$ cat src/rtl/prewish_pkg.sv
// prewish_pkg: mode codes and FSM states shared by the mask sequencer and its bench-facing users
package prewish_pkg;
    localparam logic [1:0] MODE_HALT = 2'b00;
    localparam logic [1:0] MODE_AUTO = 2'b01;
    localparam logic [1:0] MODE_STEP = 2'b10;
    localparam logic [1:0] MODE_ONCE = 2'b11;
    typedef enum logic [1:0] {
        ST_IDLE  = 2'b00,
        ST_OFFER = 2'b01,
        ST_DONE  = 2'b10
    } state_t;
endpackage

$ cat src/rtl/prewish_prescaler.sv
// prewish_prescaler: modulo-PERIOD counter with synchronous clear and a one-cycle tick at PERIOD-1
// Ports: clk_i clock, rst_ni async active-low reset, clr_i holds the count at zero, tick_o terminal-count pulse.
module prewish_prescaler #(
    parameter int unsigned PERIOD = 24'd12_000_000
) (
    input  logic clk_i,
    input  logic rst_ni,
    input  logic clr_i,
    output logic tick_o
);
    localparam int unsigned CW = $clog2(PERIOD);
    logic [CW-1:0] cnt_q, cnt_d;
    always_comb begin
        tick_o = !clr_i && cnt_q == CW'(PERIOD - 1);
        cnt_d  = (clr_i || tick_o) ? '0 : cnt_q + CW'(1);
    end
    always_ff @(posedge clk_i or negedge rst_ni)
        if (!rst_ni) cnt_q <= '0;
        else         cnt_q <= cnt_d;
endmodule

$ cat src/rtl/prewish_mask_sequencer.sv
// prewish_mask_sequencer: writable mask table emitted one entry at a time over STB/ACK
// Ports: CLK_I/RST_I clock and async active-low reset; MODE_I halt/auto/step/once; LEN_I active length;
// STEP_I manual trigger; WE_I/ADR_I/WDAT_I table write; STB_O/DAT_O/ACK_I mask handshake;
// IDX_O next index; BUSY_O mirrors STB_O; DONE_O one-shot pass complete; OVR_O sticky dropped trigger.
module prewish_mask_sequencer
    import prewish_pkg::*;
#(
    parameter int unsigned DATA_W = 8,
    parameter int unsigned DEPTH  = 8,
    parameter int unsigned AW     = $clog2(DEPTH),
    parameter int unsigned PERIOD = 24'd12_000_000
) (
    input  logic              CLK_I,
    input  logic              RST_I,
    input  logic [1:0]        MODE_I,
    input  logic [AW:0]       LEN_I,
    input  logic              STEP_I,
    input  logic              WE_I,
    input  logic [AW-1:0]     ADR_I,
    input  logic [DATA_W-1:0] WDAT_I,
    output logic              STB_O,
    output logic [DATA_W-1:0] DAT_O,
    input  logic              ACK_I,
    output logic [AW-1:0]     IDX_O,
    output logic              BUSY_O,
    output logic              DONE_O,
    output logic              OVR_O
);
    state_t            state_q, state_d;
    logic [DATA_W-1:0] tbl_q [DEPTH];
    logic [DATA_W-1:0] dat_q, dat_d;
    logic [AW-1:0]     idx_q, idx_d, ridx, nidx;
    logic [AW:0]       len_eff;
    logic [1:0]        mode_q;
    logic              once_q, once_d, done_q, done_d, ovr_q, ovr_d;
    logic              tick, trig, wrap;

    prewish_prescaler #(.PERIOD(PERIOD)) u_presc (
        .clk_i (CLK_I),
        .rst_ni(RST_I),
        .clr_i (MODE_I != MODE_AUTO),
        .tick_o(tick)
    );

    always_comb begin
        len_eff = (LEN_I == '0) ? (AW+1)'(1) : (LEN_I > (AW+1)'(DEPTH)) ? (AW+1)'(DEPTH) : LEN_I;
        // a shrunken LEN_I restarts the sequence from entry 0
        ridx    = ({1'b0, idx_q} >= len_eff) ? '0 : idx_q;
        wrap    = {1'b0, idx_q} + (AW+1)'(1) == len_eff;
        nidx    = wrap ? '0 : idx_q + AW'(1);
        // once_q carries the "next entry of the pass" request into the IDLE cycle after an ACK
        trig    = (MODE_I == MODE_AUTO && tick) || (MODE_I == MODE_STEP && STEP_I) ||
                  (MODE_I == MODE_ONCE && (mode_q != MODE_ONCE || once_q));
    end

    always_comb begin
        state_d = state_q;
        dat_d   = dat_q;
        idx_d   = idx_q;
        once_d  = 1'b0;
        done_d  = 1'b0;
        ovr_d   = (MODE_I == MODE_HALT && mode_q != MODE_HALT) ? 1'b0 : ovr_q;
        if (trig && state_q != ST_IDLE) ovr_d = 1'b1;
        case (state_q)
            ST_IDLE: if (trig) begin
                dat_d   = tbl_q[ridx];
                idx_d   = ridx;
                state_d = ST_OFFER;
            end
            ST_OFFER: if (ACK_I) begin
                idx_d   = nidx;
                state_d = (MODE_I == MODE_ONCE && wrap) ? ST_DONE : ST_IDLE;
                done_d  = MODE_I == MODE_ONCE && wrap;
                once_d  = MODE_I == MODE_ONCE && !wrap;
            end
            ST_DONE: if (MODE_I != MODE_ONCE) begin
                idx_d   = '0;
                state_d = ST_IDLE;
            end
            default: state_d = ST_IDLE;
        endcase
    end

    always_ff @(posedge CLK_I or negedge RST_I)
        if (!RST_I) begin
            state_q <= ST_IDLE;
            dat_q   <= '0;
            idx_q   <= '0;
            mode_q  <= MODE_HALT;
            once_q  <= 1'b0;
            done_q  <= 1'b0;
            ovr_q   <= 1'b0;
        end else begin
            state_q <= state_d;
            dat_q   <= dat_d;
            idx_q   <= idx_d;
            mode_q  <= MODE_I;
            once_q  <= once_d;
            done_q  <= done_d;
            ovr_q   <= ovr_d;
        end

    // the read for a trigger happens combinationally before this edge, so a same-cycle write is not seen
    always_ff @(posedge CLK_I or negedge RST_I)
        if (!RST_I) for (int i = 0; i < int'(DEPTH); i++) tbl_q[i] <= '0;
        else if (WE_I) tbl_q[ADR_I] <= WDAT_I;

    assign STB_O  = state_q == ST_OFFER;
    assign BUSY_O = STB_O;
    assign DAT_O  = dat_q;
    assign IDX_O  = idx_q;
    assign DONE_O = done_q;
    assign OVR_O  = ovr_q;
endmodule

$ cat config.mk
export PLATFORM = sky130hd
export DESIGN_NAME = prewish_mask_sequencer
export DESIGN_NICKNAME = d
export VERILOG_FILES = /design/src/rtl/prewish_pkg.sv /design/src/rtl/prewish_prescaler.sv /design/src/rtl/prewish_mask_sequencer.sv
export SDC_FILE = /design/constraint.sdc
export NUM_CORES = 1
export LEC_CHECK = 0
export ABC_AREA = 1
export CORE_MARGIN = 4
export CORE_UTILIZATION = 59
export CTS_BUF_LIST = sky130_fd_sc_hd__clkbuf_16
export DETAILED_ROUTE_END_ITERATION = 10
export PLACE_DENSITY = 0.8
export REMOVE_ABC_BUFFERS = 1
export SYNTH_ARGS = -nofsm -noshare
export SYNTH_HDL_FRONTEND = slang
export SYNTH_SLANG_ARGS = --single-unit
export TNS_END_PERCENT = 5
$ cat constraint.sdc
create_clock -name CLK_I -period 2.94 [get_ports CLK_I]
set_input_delay 0.588 -clock CLK_I [delete_from_list [all_inputs] [get_ports CLK_I]]
set_output_delay 0.588 -clock CLK_I [all_outputs]
set_load 0.02 [all_outputs]
==> results.sh <==
export IMPL_drc_errors=0
export IMPL_synth_edf_count=0
export IMPL_finalSetupTns_ns=0
export IMPL_p_total_uw=4280
export IMPL_nNetsFinal=810
export IMPL_start_kind="input pin"
export IMPL_drive_gt1_share_pct=5.61
export IMPL_cp_common_cell="nand2_1"
export IMPL_path_max_fanout=16
export IMPL_clk_pin_slew_ns=0.07
export IMPL_required_ns=3.22
export IMPL_period_minus_slack_ns=2.62
export IMPL_fin_cells=913
export IMPL_hold_viol=0
export IMPL_path_buf_inv=3
export IMPL_dp_cells=897
export IMPL_netlist_area_um2=5610
export IMPL_netlist_top_cells_area="dfrtp_1, nand2_1, inv_1"
export IMPL_ioPinCount=37
export IMPL_p_leak_uw=0.00308
export IMPL_wire_per_inst_um=15.1
export IMPL_utilization_pct=69.2
export IMPL_cellPowerDensity_nw_per_um2=669
export IMPL_cp_data_arrival_time_ns=2.90
export IMPL_rows=35
export IMPL_path_cells="clkdlybuf4s50_1, inv_2, nand2_1, ha_1, inv_1, nor2_1, nand2_1, nand4_2, nand2_1, nand3_1, nand3_1, nand3_1, nand2_1"
export IMPL_place_ws_ns=0.105
export IMPL_num_vias=5185
export IMPL_postCtsHoldBufs=0
export IMPL_max_freq_mhz=382
export IMPL_slowest_delay_ns=0.46
export IMPL_htree_levels=3
export IMPL_antenna_found_initial=0
export IMPL_status="complete, no violations"
export IMPL_cts_tree="done"
export IMPL_setup_viol=0
export IMPL_grt_pass1_vias=5059
export IMPL_cts_sinks=106
export IMPL_peakVddDrop_v=0.000455
export IMPL_grt_first_pass_wirelength_um=23800
export IMPL_grt_overflow_total=0
export IMPL_clock_path_buffers=2
export IMPL_start_util_pct=60.8
export IMPL_yosysWarnings=0
export IMPL_post_cts_repair_setup_buffers=0
export IMPL_async_flop_share_pct=100
export IMPL_first_pass_iters=5
export IMPL_diodes=0
export IMPL_detail_route_antenna_nets=0
export IMPL_fin_ws_ns=0.322
export IMPL_crit_type="in -> reg"
export IMPL_slew_viol_final=0
export IMPL_seq_area_frac_synth_pct=47.2
export IMPL_synthToLayoutAreaGrowth_pct=13.8
export IMPL_syn_instance_count=750
export IMPL_ys_ff_latch=106
export IMPL_io_buffers=36
export IMPL_worst_clock_skew_ns=0.0128
export IMPL_worstMarginPinSlew_ns=0.635
export IMPL_period_share_pct=89.1
export IMPL_synth_top_cell_area_share_pct=47.2
export IMPL_grt_max_degree=60
export IMPL_cp_slowest_cell="clkdlybuf4s50_1"
export IMPL_die_w_um=106
export IMPL_finalWirelength_um=13800
export IMPL_grtUsageTotal_pct=26.5
export IMPL_cpLargestDelayFamily="simple AND/OR/NAND/NOR gates"
export IMPL_cts_buffers_inserted=9
export IMPL_yosys_cell_types_count=31
export IMPL_core_um2=9240
export IMPL_cts_resized_gates=0
export IMPL_drtIter0Drc=395
export IMPL_gp_congestion=0.894
export IMPL_relSlewSlack_pct=57.6
export IMPL_post_dp_hpwl_um=9370
export IMPL_root_buffer="clkbuf_16"
export IMPL_dieHeight_um=106
export IMPL_die_area_um2=11100
export IMPL_avgSynthCellArea_um2=7.49
export IMPL_rsz0062_at_grt="no"
export IMPL_endpoint_kind="register"
export IMPL_yosysTopAreaCell="dfrtp_1"
export IMPL_synth_main_ff_cell="dfrtp_1"
export IMPL_clk_latency_ns=0.35
export IMPL_drv_cap=0
export IMPL_viasPerCell=5.68
export IMPL_hp_class="in -> async"
[synthesized netlist by cell type (2+ instances only)]
cell	count
a21oi_1	11
buf_2	8
clkbuf_1	16
dfrtp_1	106
ha_1	9
inv_1	103
inv_2	2
nand2_1	194
nand2_2	3
nand2_4	2
nand3_1	55
nand3_2	2
nand4_1	50
nand4_2	2
nor2_1	82
nor2_2	2
nor3_1	11
nor3_2	3
nor3b_1	2
nor4_1	2
o21ai_0	71
o21ai_1	2
xor2_1	4
[sequential cells by signal, summed over array words and instances, names as in the netlist]
register / cells
tbl_q: 64
u_presc.cnt_q: 24
DAT_O: 8
IDX_O: 3
mode_q: 2
state_q: 2
DONE_O: 1
OVR_O: 1
once_q: 1
[metrics by stage]
stage	hold WS, ns	instance area (um^2)
3_5_place_dp	0.474	6100
3_3_place_gp	0.466	6100
6_report	0.252	6390
4_1_cts	0.268	6390
5_1_grt	0.294	6390
2_1_floorplan	0.292	5490
[placed cells by master, fill, tap and decap left out]
master | synthesis | routed
nand2_4 | 2 | 2
nand4_2 | 2 | 2
clkdlybuf4s50_1 | 0 | 35
clkinv_2 | 1 | 1
clkbuf_16 | 0 | 9
ha_1 | 9 | 9
xor2_1 | 4 | 4
a22o_1 | 1 | 1
nor2_2 | 2 | 2
nand4_1 | 50 | 50
nor2_4 | 1 | 1
buf_12 | 0 | 2
nor3b_1 | 2 | 2
nand3_1 | 55 | 55
o211ai_1 | 1 | 1
clkinv_4 | 0 | 2
inv_2 | 2 | 2
inv_8 | 0 | 2
nand3_2 | 2 | 2
clkinvlp_4 | 0 | 3
nor3_1 | 11 | 11
nor2_1 | 82 | 82
dfrtp_1 | 106 | 106
buf_4 | 1 | 8
o21ai_0 | 71 | 71
o21ai_1 | 2 | 2
a21oi_1 | 11 | 11
inv_1 | 103 | 103
nor3_2 | 3 | 3
xnor2_1 | 1 | 1
nor4_1 | 2 | 2
nand2_2 | 3 | 3
nand2_1 | 194 | 194
[layer usage]
layer	vias to the layer above	share of wire, %	global-route usage (%)
met5	-	0	0
met4	0	2.9	11.5
met3	39	6.7	5.02
met2	207	50	44.4
met1	2462	41	33.8
li1	2477	-	-
[cells by family (layout without fill, tap and decap cells)]
kind of cell    after synthesis  after routing  synth area share (%)
buf+inv                     133            167                  9.29
xor+xnor                      5              5                 0.780
flops                       106            106                  47.2
compound gates               86             86                  7.78
simple gates                411            411                  32.9
fa+ha+maj                     9              9                  2.01
[layout make-up]
type / instances / area [um^2]
Clock inverter: 7 / 62.6
Timing Repair Buffer: 45 / 450
Clock buffer: 9 / 225
Inverter: 106 / 399
Tap cell: 129 / 161
Sequential cell: 106 / 2650
Multi-Input combinational cell: 511 / 2440
Fill cell: 757 / 2850
[power breakdown]
part / switching [uW] / internal (uW)
Sequential: 163 / 1700
Combinational: 779 / 476
Clock: 571 / 589
Total: 1510 / 2760
[final timing paths]
check,from,end,slack [ns],cells past startpoint
setup / recovery,LEN_I[3],DAT_O[0],0.32,13
hold / removal,RST_I,u_presc.cnt_q[13],0.25,1
setup reg to reg,IDX_O[0],DAT_O[0],0.62,7
hold reg to reg,tbl_q[58],tbl_q[58],0.49,2
max in group asynchronous,RST_I,tbl_q[35],1.96,2
min in group CLK_I,tbl_q[58],tbl_q[58],0.49,2
(Power assumes the default switching activity.)
